===== src/rtl/uart_frame_decoder_if.sv =====
// Byte-stream bundle around uart_frame_decoder: upstream byte handshake,
// downstream payload handshake and the error strobe.
interface uart_frame_decoder_if;
  logic [7:0] in_data;
  logic       in_valid;
  logic       in_ready;
  logic [7:0] out_data;
  logic       out_valid;
  logic       out_last;
  logic       out_ready;
  logic       err_valid;
  logic [1:0] err_code;

  // Environment side: feeds bytes in, accepts payload out.
  modport master (
    output in_data, in_valid, out_ready,
    input  in_ready, out_data, out_valid, out_last, err_valid, err_code
  );

  // Decoder side.
  modport slave (
    input  in_data, in_valid, out_ready,
    output in_ready, out_data, out_valid, out_last, err_valid, err_code
  );
endinterface


===== src/rtl/uart_frame_decoder.sv =====
// uart_frame_decoder: hunts for SYNC, reads a length byte, payload and an
// additive checksum, and replays the buffered payload downstream only once
// the checksum matches. Bad frames are dropped with a one-cycle error strobe.
module uart_frame_decoder #(
  parameter logic [7:0]  SYNC    = 8'hA5,
  parameter int unsigned MAX_LEN = 16,
  parameter int unsigned TIMEOUT = 1400
) (
  input  logic                 clk,
  input  logic                 reset,
  uart_frame_decoder_if.slave  bus
);

  localparam int unsigned PTR_W  = $clog2(MAX_LEN + 1);
  localparam int unsigned ADDR_W = (MAX_LEN > 1) ? $clog2(MAX_LEN) : 1;
  localparam int unsigned IDLE_W = (TIMEOUT > 0) ? $clog2(TIMEOUT + 1) : 1;

  localparam logic [7:0]        MAX_LEN_B = 8'(MAX_LEN);
  localparam logic [IDLE_W-1:0] IDLE_SAT  = IDLE_W'(TIMEOUT);
  // The error fires at the end of the TIMEOUT-th idle cycle, i.e. while the
  // counter still shows TIMEOUT-1, so a byte arriving in that cycle wins.
  localparam logic [IDLE_W-1:0] IDLE_LAST = (TIMEOUT > 0) ? IDLE_W'(TIMEOUT - 1) : '0;

  typedef enum logic [2:0] {
    ST_HUNT, ST_LEN, ST_PAYLOAD, ST_CHK, ST_DRAIN
  } state_t;

  typedef enum logic [1:0] {
    ERR_NONE    = 2'd0,
    ERR_BAD_LEN = 2'd1,
    ERR_BAD_CHK = 2'd2,
    ERR_TIMEOUT = 2'd3
  } err_t;

  state_t            state_q, state_d;
  logic [7:0]        len_q;
  logic [7:0]        sum_q;
  logic [PTR_W-1:0]  wr_ptr_q;
  logic [PTR_W-1:0]  rd_ptr_q;
  logic [IDLE_W-1:0] idle_q;
  logic              err_valid_q;
  err_t              err_code_q;
  logic [7:0]        payload_mem [MAX_LEN];

  logic              accept;
  logic              pop;
  logic              len_ok;
  logic              in_frame;
  logic              next_in_frame;
  logic              timeout_hit;
  logic              err_fire;
  err_t              err_cause;
  logic [7:0]        last_idx;

  // Handshake decode and frame-level conditions.
  assign bus.in_ready  = (state_q != ST_DRAIN);
  assign accept        = bus.in_valid && bus.in_ready;
  assign pop           = bus.out_valid && bus.out_ready;
  assign len_ok        = (bus.in_data != 8'd0) && (bus.in_data <= MAX_LEN_B);
  assign in_frame      = (state_q == ST_LEN) || (state_q == ST_PAYLOAD) || (state_q == ST_CHK);
  assign next_in_frame = (state_d == ST_LEN) || (state_d == ST_PAYLOAD) || (state_d == ST_CHK);
  assign timeout_hit   = (TIMEOUT > 0) && in_frame && !accept && (idle_q == IDLE_LAST);
  assign last_idx      = len_q - 8'd1;

  // Output stream: the buffer is read combinationally at rd_ptr, so data and
  // last stay put for as long as the consumer stalls.
  assign bus.out_valid = (state_q == ST_DRAIN);
  assign bus.out_data  = payload_mem[rd_ptr_q[ADDR_W-1:0]];
  assign bus.out_last  = (state_q == ST_DRAIN) && (8'(rd_ptr_q) == last_idx);
  assign bus.err_valid = err_valid_q;
  assign bus.err_code  = err_code_q;

  // State register.
  always_ff @(posedge clk) begin
    // NOTE: sequential logic uses <= so every flop samples pre-edge values.
    if (reset) begin
      state_q <= ST_HUNT;
    end else begin
      state_q <= state_d;
    end
  end

  // Next-state decode and error cause selection.
  always_comb begin
    // NOTE: defaults first so every path assigns every signal; no latches.
    state_d   = state_q;
    err_fire  = 1'b0;
    err_cause = ERR_NONE;
    if (timeout_hit) begin
      state_d   = ST_HUNT;
      err_fire  = 1'b1;
      err_cause = ERR_TIMEOUT;
    end else begin
      case (state_q)
        ST_HUNT: begin
          if (accept && (bus.in_data == SYNC)) state_d = ST_LEN;
        end
        ST_LEN: begin
          if (accept) begin
            if (len_ok) begin
              state_d = ST_PAYLOAD;
            end else begin
              // The rejected length byte is consumed, never re-hunted as SYNC.
              state_d   = ST_HUNT;
              err_fire  = 1'b1;
              err_cause = ERR_BAD_LEN;
            end
          end
        end
        ST_PAYLOAD: begin
          if (accept && (8'(wr_ptr_q) == last_idx)) state_d = ST_CHK;
        end
        ST_CHK: begin
          if (accept) begin
            if (bus.in_data == sum_q) begin
              state_d = ST_DRAIN;
            end else begin
              state_d   = ST_HUNT;
              err_fire  = 1'b1;
              err_cause = ERR_BAD_CHK;
            end
          end
        end
        ST_DRAIN: begin
          if (pop && bus.out_last) state_d = ST_HUNT;
        end
        default: state_d = ST_HUNT;
      endcase
    end
  end

  // Frame bookkeeping: length, running checksum, pointers, idle counter, error strobe.
  always_ff @(posedge clk) begin
    if (reset) begin
      len_q       <= '0;
      sum_q       <= '0;
      wr_ptr_q    <= '0;
      rd_ptr_q    <= '0;
      idle_q      <= '0;
      err_valid_q <= 1'b0;
      err_code_q  <= ERR_NONE;
    end else begin
      err_valid_q <= err_fire;
      if (err_fire) err_code_q <= err_cause;

      // Idle time only matters inside a frame; every accepted byte restarts it.
      if (accept || !next_in_frame) begin
        idle_q <= '0;
      end else if (idle_q != IDLE_SAT) begin
        idle_q <= idle_q + IDLE_W'(1);
      end

      case (state_q)
        ST_LEN: begin
          if (accept && len_ok) begin
            len_q    <= bus.in_data;
            sum_q    <= bus.in_data;
            wr_ptr_q <= '0;
          end
        end
        ST_PAYLOAD: begin
          if (accept) begin
            wr_ptr_q <= wr_ptr_q + PTR_W'(1);
            sum_q    <= sum_q + bus.in_data;
          end
        end
        ST_CHK: begin
          if (accept) rd_ptr_q <= '0;
        end
        ST_DRAIN: begin
          if (pop) rd_ptr_q <= rd_ptr_q + PTR_W'(1);
        end
        default: ;
      endcase
    end
  end

  // Payload buffer write port.
  always_ff @(posedge clk) begin
    // NOTE: the buffer has no reset; a slot is always written for the current
    // frame before it is read, so stale contents are never visible.
    if ((state_q == ST_PAYLOAD) && accept) begin
      payload_mem[wr_ptr_q[ADDR_W-1:0]] <= bus.in_data;
    end
  end

endmodule

===== src/flat_wrapper.sv =====
// flat-port wrapper written by rule: the top's interface ports become plain ports
module uart_frame_decoder_flat 
#(
  parameter logic [7:0]  SYNC    = 8'hA5,
  parameter int unsigned MAX_LEN = 16,
  parameter int unsigned TIMEOUT = 1400
)
  (clk, reset, bus_in_data, bus_in_valid, bus_out_ready, bus_in_ready, bus_out_data, bus_out_valid, bus_out_last, bus_err_valid, bus_err_code);
  uart_frame_decoder_if bus_i ();
  input  logic clk;
  input  logic reset;
  input wire logic [$bits(bus_i.in_data)-1:0] bus_in_data;
  input wire logic [$bits(bus_i.in_valid)-1:0] bus_in_valid;
  input wire logic [$bits(bus_i.out_ready)-1:0] bus_out_ready;
  output wire logic [$bits(bus_i.in_ready)-1:0] bus_in_ready;
  output wire logic [$bits(bus_i.out_data)-1:0] bus_out_data;
  output wire logic [$bits(bus_i.out_valid)-1:0] bus_out_valid;
  output wire logic [$bits(bus_i.out_last)-1:0] bus_out_last;
  output wire logic [$bits(bus_i.err_valid)-1:0] bus_err_valid;
  output wire logic [$bits(bus_i.err_code)-1:0] bus_err_code;
  assign bus_i.in_data = bus_in_data;
  assign bus_i.in_valid = bus_in_valid;
  assign bus_i.out_ready = bus_out_ready;
  assign bus_in_ready = bus_i.in_ready;
  assign bus_out_data = bus_i.out_data;
  assign bus_out_valid = bus_i.out_valid;
  assign bus_out_last = bus_i.out_last;
  assign bus_err_valid = bus_i.err_valid;
  assign bus_err_code = bus_i.err_code;
  uart_frame_decoder #(.SYNC(SYNC), .MAX_LEN(MAX_LEN), .TIMEOUT(TIMEOUT)) u_core (.clk(clk), .reset(reset), .bus(bus_i));
endmodule

===== config.mk =====
export PLATFORM = sky130hd
export DESIGN_NAME = uart_frame_decoder_flat
export DESIGN_NICKNAME = d
export VERILOG_FILES = /design/src/rtl/uart_frame_decoder_if.sv /design/src/rtl/uart_frame_decoder.sv /design/src/flat_wrapper.sv
export SDC_FILE = /design/constraint.sdc
export NUM_CORES = 1
export LEC_CHECK = 0
export BUFFER_PORTS_ARGS = -buffer_cell sky130_fd_sc_hd__buf_4
export CORE_MARGIN = 4
export CORE_UTILIZATION = 40
export CTS_CLUSTER_SIZE = 25
export DETAILED_ROUTE_END_ITERATION = 7
export PLACE_DENSITY = 0.57
export SYNTH_ARGS = -nofsm -noshare
export SYNTH_HDL_FRONTEND = slang
export SYNTH_SLANG_ARGS = --single-unit

===== constraint.sdc =====
create_clock -name clk -period 3.29 [get_ports clk]
set_clock_uncertainty 0.1 [all_clocks]
set_input_delay 0.987 -clock clk [delete_from_list [all_inputs] [get_ports clk]]
set_output_delay 0.987 -clock clk [all_outputs]
set_load 0.05 [all_outputs]

# Word-level counts from Yosys, hierarchy flattened
# Memory sizes are Yosys's and may differ from the RTL's. A register that Yosys moved wholly into a read port is not among the register bits.
# Index checks and enable logic that the tools add are counted.
[word_totals]
output_inout_bits = 14
wordCells = 93
in_bits = 12
memories = 1
ramBits = 128
register_bits = 43
[classes]
n_reduce_logical = 26
mux = 34
n_addsub = 5
eq_ne = 18
n_lt_le_gt_ge = 1
[mem_list]
columns = ["memory", "depth", "word_bits", "rd", "rd_ports_with_merged_regs", "write_ports", "line_no", "source"]
rows = [
  ["u_core.payload_mem", 16, 8, 1, 1, 1, "uart_frame_decoder.sv:43", "logic [7:0] payload_mem [MAX_LEN];"],
]
[op_table]
columns = ["cell", "count"]
rows = [
  ["two-way mux 3 bit", 7],
  ["two-way mux 5 bit", 4],
  ["case mux 5 bit (2 select lines)", 2],
  ["== test 5 x 8 -> 1 bit", 2],
  ["two-way mux 8 bit", 2],
  ["case mux 8 bit (2 select lines)", 1],
  ["case mux 3 bit (5 select lines)", 1],
  ["== test 3 x 2 -> 1 bit, second input constant", 4],
  ["adder 11 x 1 -> 11 bit, second input constant", 1],
  ["== test 11 bit, second input constant", 1],
  ["logical AND 1 bit", 11],
  ["!= test 11 bit, second input constant", 1],
  ["adder 5 x 1 -> 5 bit, second input constant", 2],
  ["two-way mux 2 bit", 5],
  ["adder 8 bit", 1],
  ["== test 8 bit", 1],
  ["== test 8 bit, second input constant", 1],
  ["<= comparator 8 x 5 -> 1 bit, second input constant", 1],
  ["two-way mux 1 bit", 8],
  ["two-way mux 4 bit", 2],
  ["nonzero test 8 bit", 1],
  ["subtractor 8 x 1 -> 8 bit, second input constant", 1],
  ["== test 3 x 1 -> 1 bit, second input constant", 2],
  ["AND reduction 3 bit", 2],
  ["other kinds (12)", 20],
]

# Logic depth before layout (Yosys ltp)
[logic_depth]
ltp_word = 13
depth_mapped = 9
mapped_depth_nobuf = 9

# Worst setup path before layout
# Ideal clock, no wire load.
[synth_path]
kind = "reg2out"
startpoint = "reg u_core.state_q[0]"
endpoint = "out bus_out_last"
stages_incl_launch_ff = 6
t_required_ns = 2.203
t_arrival_ns = 2.809
path_buffers = 0
slack_ns = -0.606
path_cell_list = "dfxtp_1 -> nor2_1 -> nand2_1 -> inv_2 -> nand4_1 -> nor4_1"
[synth_via]
elab_chain_len = 2
[synth_rtl]
columns = ["item", "line_no", "source"]
rows = [
  ["start, declared", "uart_frame_decoder.sv:35", "state_t state_q, state_d;"],
  ["start signal, assigned", "uart_frame_decoder.sv:79", "state_q <= state_d;"],
  ["== test 3 bit", "-", ""],
  ["via bus_out_valid", "flat_wrapper.sv:17", "output wire logic [$bits(bus_i.out_valid)-1:0] bus_out_valid;"],
  ["logical AND 1 bit", "uart_frame_decoder.sv:69", "assign bus.out_last = (state_q == ST_DRAIN) && (8'(rd_ptr_q) == last_idx);"],
  ["end, declared", "flat_wrapper.sv:18", "output wire logic [$bits(bus_i.out_last)-1:0] bus_out_last;"],
]
# The timed path passes the listed nets, and every way through them passes these cells.

==> flow_summary.ini <==
[synth]
yosysTopAreaCell = edfxtp_1
ys_types = 55
synth_top_area_share_pct = 50.7
yosysMostFrequentCell = edfxtp_1
synth_common_cells = 128 x edfxtp_1, 47 x dfxtp_1, 43 x nor2_1
syn_area_per_cell_sq_um = 14.9
postSynthCellCount = 511
async_flop_share_pct = 0
ys_top_cells_by_area = edfxtp_1 51%, dfxtp_1 12%, mux4_2 12%, ha_1 2.5%, nor2_1 2.1%
syn_nets = 539
synth_flop_cell = edfxtp_1
ys_ff_latch = 175
ys_seq_area_share_pct = 63.1
syn-cell-area_sq_um = 7590
synth_edf_count = 128
yosysWarningCount = 0

[worst_setup_path]
critPathLaunchType = flop
r2r_start = u_core.state_q[1]
critPathArrivalTime_ns = 2.24
cp_top_family = multiplexers
critical-path-max-stage-delay_ns = 0.50
rr_worst_depth = 5
critPathMostFrequentCell = mux4_2
timing.reg2reg.setup_slack_ns = 0.87
path_buf_inv = 3
path_class = flop to output port
r2r_end = u_core.payload_mem[6][1]
cp_max_fo = 8
end_kind = output port
path_cells = buf_12 -> buf_16 -> mux4_2 -> mux4_2 -> buf_8
slowest_stage = mux4_2
worstPathRequired_ns = 2.20

[power_and_ir_drop]
p_leak_nw = 2.96
p_per_area_nw_per_um2 = 510
peakVddDrop_v = 0.000383

[placement]
placed_area_sq_um = 8140
gp_congestion = 0.786
post-dp-hpwl_um = 10500
io_buffers = 25

[drt]
vias = 4391
drt_iter0_markers = 323
drt_first_pass_iters = 5
drt-total-wl_um = 16600
drc = 0
via_per_inst = 5.47
final_antenna_net_count = 0
wire_per_inst_um = 20.7

[worst_hold_path]
hold_class = flop to flop
holdPathEnd = u_core.sum_q[1]
min_from = u_core.sum_q[1]
hold_depth = 2

[grt]
grt_overflow = 0
grtUsageTotal_pct = 16.4
grt_pass1_vias = 4538
grt_max_degree = 33
grt_first_pass_wirelength_um = 26400
antenna_found_initial = 0

[sta]
setup_viol = 7
slew_headroom_pct = 51.3
rsz0062_at_grt = yes
period_needed_ns = 3.33
max_clock_freq_mhz = 301
max_slew.worst_pin.slew_ns = 0.731
drv_slew = 0
tns_ns = -0.144
worst_hold_slack_ns = 0.384
fin_crit_sh_pct = 101
worst_slack_ns = -0.0354
finalHoldViolations = 0

[clock_network]
cts_max_level = 4
cts_root_buffer = clkbuf_16
clk_latency_ns = 0.42
clk_path_buf_depth = 2
clkSinkCount = 175
numCtsBuffers = 17
path_clk_slew_ns = 0.07
holdBufCountCts = 0
cts_tree = built

[floorplanning]
die_h_um = 146
ioPinCount = 26
initial_core_util_pct = 40.6
die_w_um = 146
die-area_sq_um = 21200
rows = 50
coreArea_sq_um = 18700

[finish]
area_growth_pct = 17.5
nets = 585
post-route-util_pct = 47.7
final_area_sq_um = 8910
n_antenna_cell = 0
regArea_sq_um = 4790
fillCellCount = 1581
multi_input_area_sq_um = 2660
layout-drive-gt1-share_pct = 25.5

[outcome]
outcome = finished, violations left
violations = setup timing

[run]
maxCapViolations = 0
## cell families after synthesis
kind of cell / count (synthesis) / synth area share (%)
muxes: 44 / 12.4
AOI/OAI and AO/OA: 52 / 4.57
xor gates and xnor gates: 34 / 4.02
buffers and inverters: 40 / 2.61
adders and majority gates: 16 / 2.74
and+or+nand+nor: 150 / 10.6
DFF: 175 / 63.1
## power breakdown
group	total, mW	switching (mW)	internal (mW)
sequential	2.36	0.0000628	2.36
combinational	0.0821	0.0589	0.0232
clock	2.10	0.834	1.27
## cell type report
class                           count  share of cell area (%)
Clock inverter                     14                    2.16
Clock buffer                       17                    4.77
Sequential cell                   175                    53.7
Timing Repair Buffer               47                    5.32
Multi-Input combinational cell    296                    29.9
Tap cell                          234                    3.28
Inverter                           20                   0.842
## registers in the layout (all words and copies together), names as in the netlist, named ones only
register and flops:
u_core.bus.err_code 2, u_core.rd_ptr_q 5, u_core.bus.err_valid 1, u_core.idle_q 11
u_core.wr_ptr_q 5, u_core.payload_mem 128, u_core.state_q 3, u_core.sum_q 8
u_core.len_q 8
## placed cells by master (no fill, tap or decap), types with 4 or more instances in the layout
cell | Yosys | layout
xor2_1 | 17 | 16
buf_4 | 0 | 32
dfxtp_1 | 47 | 45
nand3_1 | 14 | 14
nor2b_1 | 4 | 4
o211ai_1 | 4 | 4
edfxtp_1 | 128 | 128
ha_1 | 15 | 14
a21oi_1 | 18 | 18
clkinvlp_4 | 0 | 6
nor2_1 | 43 | 43
and3_1 | 11 | 11
nor3_1 | 10 | 10
buf_6 | 6 | 7
clkbuf_16 | 0 | 17
inv_1 | 19 | 19
nor4_1 | 9 | 4
buf_8 | 0 | 4
o21ai_0 | 11 | 11
nand4_1 | 6 | 6
xnor2_1 | 16 | 15
nor4_2 | 0 | 4
mux4_2 | 40 | 40
bufinv_16 | 0 | 4
nand2_1 | 25 | 25
mux2i_1 | 4 | 4
## stage by stage
stage | power (mW) | std cells | setup slack (ns)
global route | 4.70 | 803 | -0.115
global placement | 2.49 | 767 | 0.272
CTS | 4.59 | 804 | -0.108
floorplan | 2.44 | 511 | 0.269
finish | 4.54 | 803 | -0.0354
detailed placement | 2.49 | 767 | 0.262
## what timing repair did
| item | CTS | global route |
|---|---|---|
| resized for setup | 16 | 7 |
| endpoints found under the setup margin | 8 | 9 |
| endpoints found under the hold margin | 0 | 0 |
| cloned | 3 | 0 |
| setup buffers | 3 | 1 |
| pin swaps | 0 | 3 |
## worst max path at each step
stage | from | to | cells past startpoint
global placement | bus_in_data[1] | u_core.sum_q[7] | 8
detailed placement | bus_in_data[1] | u_core.sum_q[7] | 8
floorplan | u_core.state_q[0] | bus_out_last | 5
CTS | flop | bus_out_data[5] | 5
global route | flop | bus_out_data[3] | 5
finish | flop | bus_out_data[3] | 5
## metal layers
layer	GRT usage, %	wire, um
met4	5.03	148
met5	0	0
met2	27.1	8370
met1	22.2	7430
met3	3.21	687
## worst reg2reg max path, cell delays in order (launching register included)
cell and delay, ns:
dfxtp_1 0.43, nor3b_2 0.20, buf_4 0.23, nand2_2 0.21
nor2_1 0.22, and3_1 0.67
Note: power is estimated with default switching activity, not from simulation.
